<file path="src/rtl/afifo_write_arbiter.sv">
// ============================================================================
//  Module      : afifo_write_arbiter
//  Description : Round-robin burst arbiter for the async FIFO write port, with
//                toggle-handshake flush sequencing. Optional burst header word
//                enabled by defining AFIFO_ARB_HDR_EN.
//  Revision    : 1.0 - initial release
// ============================================================================
`default_nettype none

module afifo_write_arbiter #(
  parameter int W   = 16,
  parameter int R   = 4,
  parameter int IDW = $clog2(R)
) (
  input  logic             clk,
  input  logic             rst_,
  input  logic [R-1:0]     req_valid,
  input  logic [R*W-1:0]   req_data,
  input  logic [R-1:0]     req_last,
  output logic [R-1:0]     req_ready,
  input  logic             flush_req,
  output logic             flush_busy,
  output logic [IDW-1:0]   grant_id,
  output logic             busy,
  output logic             fifo_rst,
  input  logic             fifo_rst_done,
  output logic             fifo_w_trigger,
  output logic [W-1:0]     fifo_w_data,
  input  logic             fifo_w_ready
);

  typedef enum logic [2:0] {
    S_IDLE       = 3'd0,
    S_BURST      = 3'd1,
    S_FLUSH      = 3'd2,
    S_FLUSH_WAIT = 3'd3
`ifdef AFIFO_ARB_HDR_EN
    , S_HDR      = 3'd4
`endif
  } state_t;

  localparam logic [IDW-1:0] c_last_id = IDW'(R - 1);

  state_t         r_state;
  state_t         w_state_nxt;
  logic [IDW-1:0] r_ptr;
  logic [IDW-1:0] r_grant;
  logic           r_pend;
  logic           r_fifo_rst;
  logic           r_done_q;

  logic [W-1:0]   w_data_arr [R];
  logic [R-1:0]   w_rot;
  logic [IDW-1:0] w_off;
  logic [IDW:0]   w_sum;
  logic [IDW-1:0] w_sel;
  logic           w_found;
  logic           w_grant_load;
  logic           w_last_beat;
  logic           w_flush_done;
  logic [IDW-1:0] w_ptr_inc;

  for (genvar gi = 0; gi < R; gi++) begin : g_unpack
    assign w_data_arr[gi] = req_data[gi*W +: W];
  end

  // Rotate the valids so bit 0 is the pointer position, then take the lowest set bit.
  always_comb begin
    w_rot   = R'({req_valid, req_valid} >> r_ptr);
    w_found = 1'b0;
    w_off   = '0;
    for (int k = R - 1; k >= 0; k--) begin
      if (w_rot[k]) begin
        w_found = 1'b1;
        w_off   = IDW'(k);
      end
    end
    w_sum = {1'b0, r_ptr} + {1'b0, w_off};
    w_sel = (w_sum >= (IDW+1)'(R)) ? IDW'(w_sum - (IDW+1)'(R)) : IDW'(w_sum);
  end

  assign w_ptr_inc  = (r_grant == c_last_id) ? '0 : r_grant + IDW'(1);
  assign busy       = (r_state != S_IDLE);
  assign flush_busy = r_pend;
  assign grant_id   = r_grant;
  assign fifo_rst   = r_fifo_rst;

  always_ff @(posedge clk or negedge rst_) begin
    if (!rst_) begin
      r_state <= S_IDLE;
    end else begin
      r_state <= w_state_nxt;
    end
  end

  always_comb begin
    w_state_nxt    = r_state;
    req_ready      = '0;
    fifo_w_trigger = 1'b0;
    fifo_w_data    = w_data_arr[r_grant];
    w_grant_load   = 1'b0;
    w_last_beat    = 1'b0;
    w_flush_done   = 1'b0;
    case (r_state)
      S_IDLE: begin
        if (r_pend) begin
          w_state_nxt = S_FLUSH;
        end else if (w_found) begin
          w_grant_load = 1'b1;
`ifdef AFIFO_ARB_HDR_EN
          w_state_nxt  = S_HDR;
`else
          w_state_nxt  = S_BURST;
`endif
        end
      end
`ifdef AFIFO_ARB_HDR_EN
      S_HDR: begin
        fifo_w_trigger = fifo_w_ready;
        fifo_w_data    = W'(r_grant);
        if (fifo_w_ready) begin
          w_state_nxt = S_BURST;
        end
      end
`endif
      S_BURST: begin
        req_ready[r_grant] = fifo_w_ready;
        fifo_w_trigger     = req_valid[r_grant] & fifo_w_ready;
        if (req_valid[r_grant] && fifo_w_ready && req_last[r_grant]) begin
          w_last_beat = 1'b1;
          w_state_nxt = S_IDLE;
        end
      end
      S_FLUSH: begin
        w_state_nxt = S_FLUSH_WAIT;
      end
      S_FLUSH_WAIT: begin
        if (fifo_rst_done != r_done_q) begin
          w_flush_done = 1'b1;
          w_state_nxt  = S_IDLE;
        end
      end
      default: begin
        w_state_nxt = S_IDLE;
      end
    endcase
  end

  always_ff @(posedge clk or negedge rst_) begin
    if (!rst_) begin
      r_ptr      <= '0;
      r_grant    <= '0;
      r_pend     <= 1'b0;
      r_fifo_rst <= 1'b0;
      r_done_q   <= 1'b0;
    end else begin
      r_done_q <= fifo_rst_done;
      if (w_grant_load) begin
        r_grant <= w_sel;
      end
      if (w_last_beat) begin
        r_ptr <= w_ptr_inc;
      end
      // Completion clears the flag; pulses arriving while pending merge into it.
      if (w_flush_done) begin
        r_pend <= 1'b0;
      end else if (flush_req) begin
        r_pend <= 1'b1;
      end
      if (r_state == S_FLUSH) begin
        r_fifo_rst <= ~r_fifo_rst;
      end
    end
  end

endmodule

`default_nettype wire

</file>
<file path="config.mk">
export PLATFORM = sky130hd
export DESIGN_NAME = afifo_write_arbiter
export DESIGN_NICKNAME = d
export VERILOG_FILES = /design/src/rtl/afifo_write_arbiter.sv
export SDC_FILE = /design/constraint.sdc
export NUM_CORES = 1
export LEC_CHECK = 0
export CAP_MARGIN = 0
export CELL_PAD_IN_SITES_DETAIL_PLACEMENT = 1
export CELL_PAD_IN_SITES_GLOBAL_PLACEMENT = 1
export CORE_MARGIN = 8
export CORE_UTILIZATION = 18
export DETAILED_ROUTE_END_ITERATION = 8
export GPL_TIMING_DRIVEN = 1
export PLACE_DENSITY_LB_ADDON = 0.1
export RECOVER_POWER = 25
export SLEW_MARGIN = 20
export SYNTH_ARGS = -nofsm -noshare
export SYNTH_HDL_FRONTEND = slang
export SYNTH_SLANG_ARGS = --single-unit
</file>
<file path="constraint.sdc">
create_clock -name clk -period 1.8 [get_ports clk]
set_input_delay 0.36 -clock clk [delete_from_list [all_inputs] [get_ports clk]]
set_output_delay 0.36 -clock clk [all_outputs]
set_load 0.01 [all_outputs]
</file>
==> results.toml <==
[pwr]
leakagePower_nw = 1.05
p_total_mw = 3.29
power.density_mw_per_mm2 = 1270
peakVddDrop_v = 0.000590

[clock_tree]
cts_hold_buf = 0
cts_tree = "built"
root_buffer = "clkbuf_8"
insertion_delay_ns = 0.23
cts_buffers = 3
clk_path_buf_depth = 2
clkTransAtPathRegs_ns = 0.05
cts-htree-levels = 1
cts_sinks = 9

[critical_path]
critPathLaunchType = "flop"
worst_r2r_endpoint = "r_ptr[0]$_DFFE_PN0P_"
reg2reg_slack_ns = -0.07
r2r.worst_path.cells = 7
arrival_ns = 1.54
worstPathRequired_ns = 1.44
crit_type = "reg2out"
critical_path.max_fanout = 5
r2r-start = "grant_id[0]$_DFFE_PN0P_"
slowest_delay_ns = 0.52
path_cells = "buf_6 -> buf_16 -> mux4_2 -> buf_6"
worst_setup_path_end_kind = "primary output"
crit_slowest_cell = "mux4_2"
critPathMostFrequentCell = "buf_6"

[drt]
wl_per_cell_um = 19.6
drt_wl_total_um = 5820
antenna_left = 0
dr.pass1.iters = 3
drc = 0
drt_iter0_markers = 26
viasPerCell = 4.56
dr_total_vias = 1349

[sta]
fmax_mhz = 527
final.min_clock_period_ns = 1.90
worstMarginPinSlew_ns = 0.429
finalSetupViolations = 20
layout_setup_ws_ns = -0.0976
slew_headroom = 0.713
finClkSkew_ns = 0.00391
hold_ws_ns = 0.474
slew_violations = 0
rsz0062_at_grt = "true"
hold_viol_final = 0
post-route-period-util = 1.05

[place]
gp_congestion = 0.738
port-buffer-count = 102
dp.cells = 281
dp_hpwl_um = 4630

[layout]
diodes = 0
area_delta_synth_final_pct = 147
stdcell_count = 296
nNetsFinal = 304
drive_gt1_frac = 0.425

[job]
cap_violations = 0

[status]
status = "finished with violations"
violations = "negative setup slack"

[floorplanning]
die_h_um = 92.4
fp-row-count = 28
ioPinCount = 103
die_w_um = 92.4
initial_utilization = 0.182
die_area_mm2 = 0.00854
core_area_mm2 = 0.00578

[logic_synthesis]
yosysWarnings = 0
synth.avg_cell_area_um2 = 11.7
yosys-top-cells-count = "mux4_2, nor2_1, dfrtp_1"
synth-edff-count = 0
synth.top_cell.area_share = 0.343
yosysMostFrequentCell = "mux4_2"
syn-num-nets = 172
synth_flop_cell = "dfrtp_1"
synthesis.area_mm2 = 0.00105
synthTopCellsByArea = "mux4_2, dfrtp_1, ha_1"
synth_seq_cells = 9
synth_cell_types = 30
synthesis.instances = 90
yosysSeqAreaShare = 0.214
async_flop_share = 1.00
yosysTopAreaCell = "mux4_2"

[global_routing]
grt_usage = 0.128
grt_pass1_wl_um = 8540
antenna_found_initial = 0
grt-ovfl-total = 0
grt_max_degree = 10
grt_pass1_vias = 1505

[hold_path]
min_path_cells = 1
whs_endpoint = "fifo_rst$_DFFE_PN0P_"
worstHoldStart = "fifo_rst$_DFFE_PN0P_"
hold_class = "reg2reg"
==> registers in the layout (all words and copies together), names as in the netlist <==
name	count
r_state	2
fifo_rst	1
r_done_q	1
flush_busy	1
grant_id	2
r_ptr	2
==> cell families (layout without fill, tap and decap cells) <==
logic type                 count (synthesis)  count (layout)  synth area share
AOI/OAI and AO/OA                         14              14             0.106
xor gates and xnor gates                   4               4            0.0333
adders and majority gates                  5               5            0.0595
buffers and inverters                      9             140            0.0393
DFF                                        9               9             0.214
muxes                                     21              21             0.413
and+or+nand+nor                           28              28             0.135
==> layer usage <==
| metal | vias to the layer above | share of wire | global-route usage |
|---|---|---|---|
| li1 | 614 | - | - |
| met1 | 666 | 0.36 | 0.134 |
| met2 | 61 | 0.55 | 0.244 |
| met3 | 8 | 0.077 | 0.0372 |
| met4 | 0 | 0.011 | 0.0255 |
| met5 | - | 0 | 0 |
==> power by group <==
part	internal [mW]	switching, mW	total [mW]
logic	1.63	1.01	2.64
registers	0.296	0.118	0.413
clock network	0.155	0.0843	0.239
==> worst max-delay path by stage <==
stage                                  startpoint              end  depth (start not counted)
after floorplan           grant_id[0]$_DFFE_PN0P_   fifo_w_data[2]                          3
after global placement               req_valid[1]   fifo_w_trigger                          4
after detailed placement             req_valid[1]   fifo_w_trigger                          4
after CTS                 grant_id[0]$_DFFE_PN0P_  fifo_w_data[15]                          4
after global routing      grant_id[0]$_DFFE_PN0P_  fifo_w_data[15]                          4
final                     grant_id[0]$_DFFE_PN0P_  fifo_w_data[15]                          4
==> area by class of cell <==
class,instances,area [µm²]
Clock buffer,4,45.0
Fill cell,651,3190
Inverter,4,20.0
Multi-Input combinational cell,72,873
Sequential cell,9,228
Tap cell,75,93.8
Timing Repair Buffer,132,1330
==> cell usage in the layout (no fill, tap or decap), types with 3 or more instances in the layout <==
| cell | n |
|---|---|
| buf_4 | 19 |
| nor2_1 | 10 |
| buf_16 | 3 |
| buf_2 | 5 |
| xnor2_1 | 3 |
| nand2_1 | 4 |
| and2_1 | 3 |
| dlygate4sd2_1 | 5 |
| buf_6 | 23 |
| a21oi_1 | 5 |
| mux4_2 | 17 |
| ha_1 | 3 |
| clkdlybuf4s50_1 | 74 |
| mux2_4 | 3 |
| dfrtp_1 | 7 |
| clkbuf_8 | 3 |
==> metrics by stage <==
step            util  setup slack (ns)  setup TNS, ns  instance area, µm²
2_1_floorplan      -            0.0273              0                1060
3_3_place_gp   0.397            -0.513          -7.95                2290
3_5_place_dp   0.397            -0.530          -8.62                2290
4_1_cts        0.428            -0.122          -1.98                2470
5_1_grt        0.449            -0.144          -2.55                2590
6_report       0.449           -0.0976          -1.57                2590
==> repair_timing <==
| item | CTS | global route |
|---|---|---|
| cloned | 3 | 0 |
| hold endpoints to repair | 0 | 0 |
| resized for setup | 124 | 21 |
| setup endpoints to repair | 29 | 23 |
| buffers inserted | 5 | 3 |
| pin swaps | 5 | 5 |
==> critical path, delay by kind of cell (launching register included) <==
kind,cells,cell delay [ns]
DFF,1,0.39
buffers and inverters,3,0.39
muxes,1,0.52
Power figures use the tool's default switching activity.
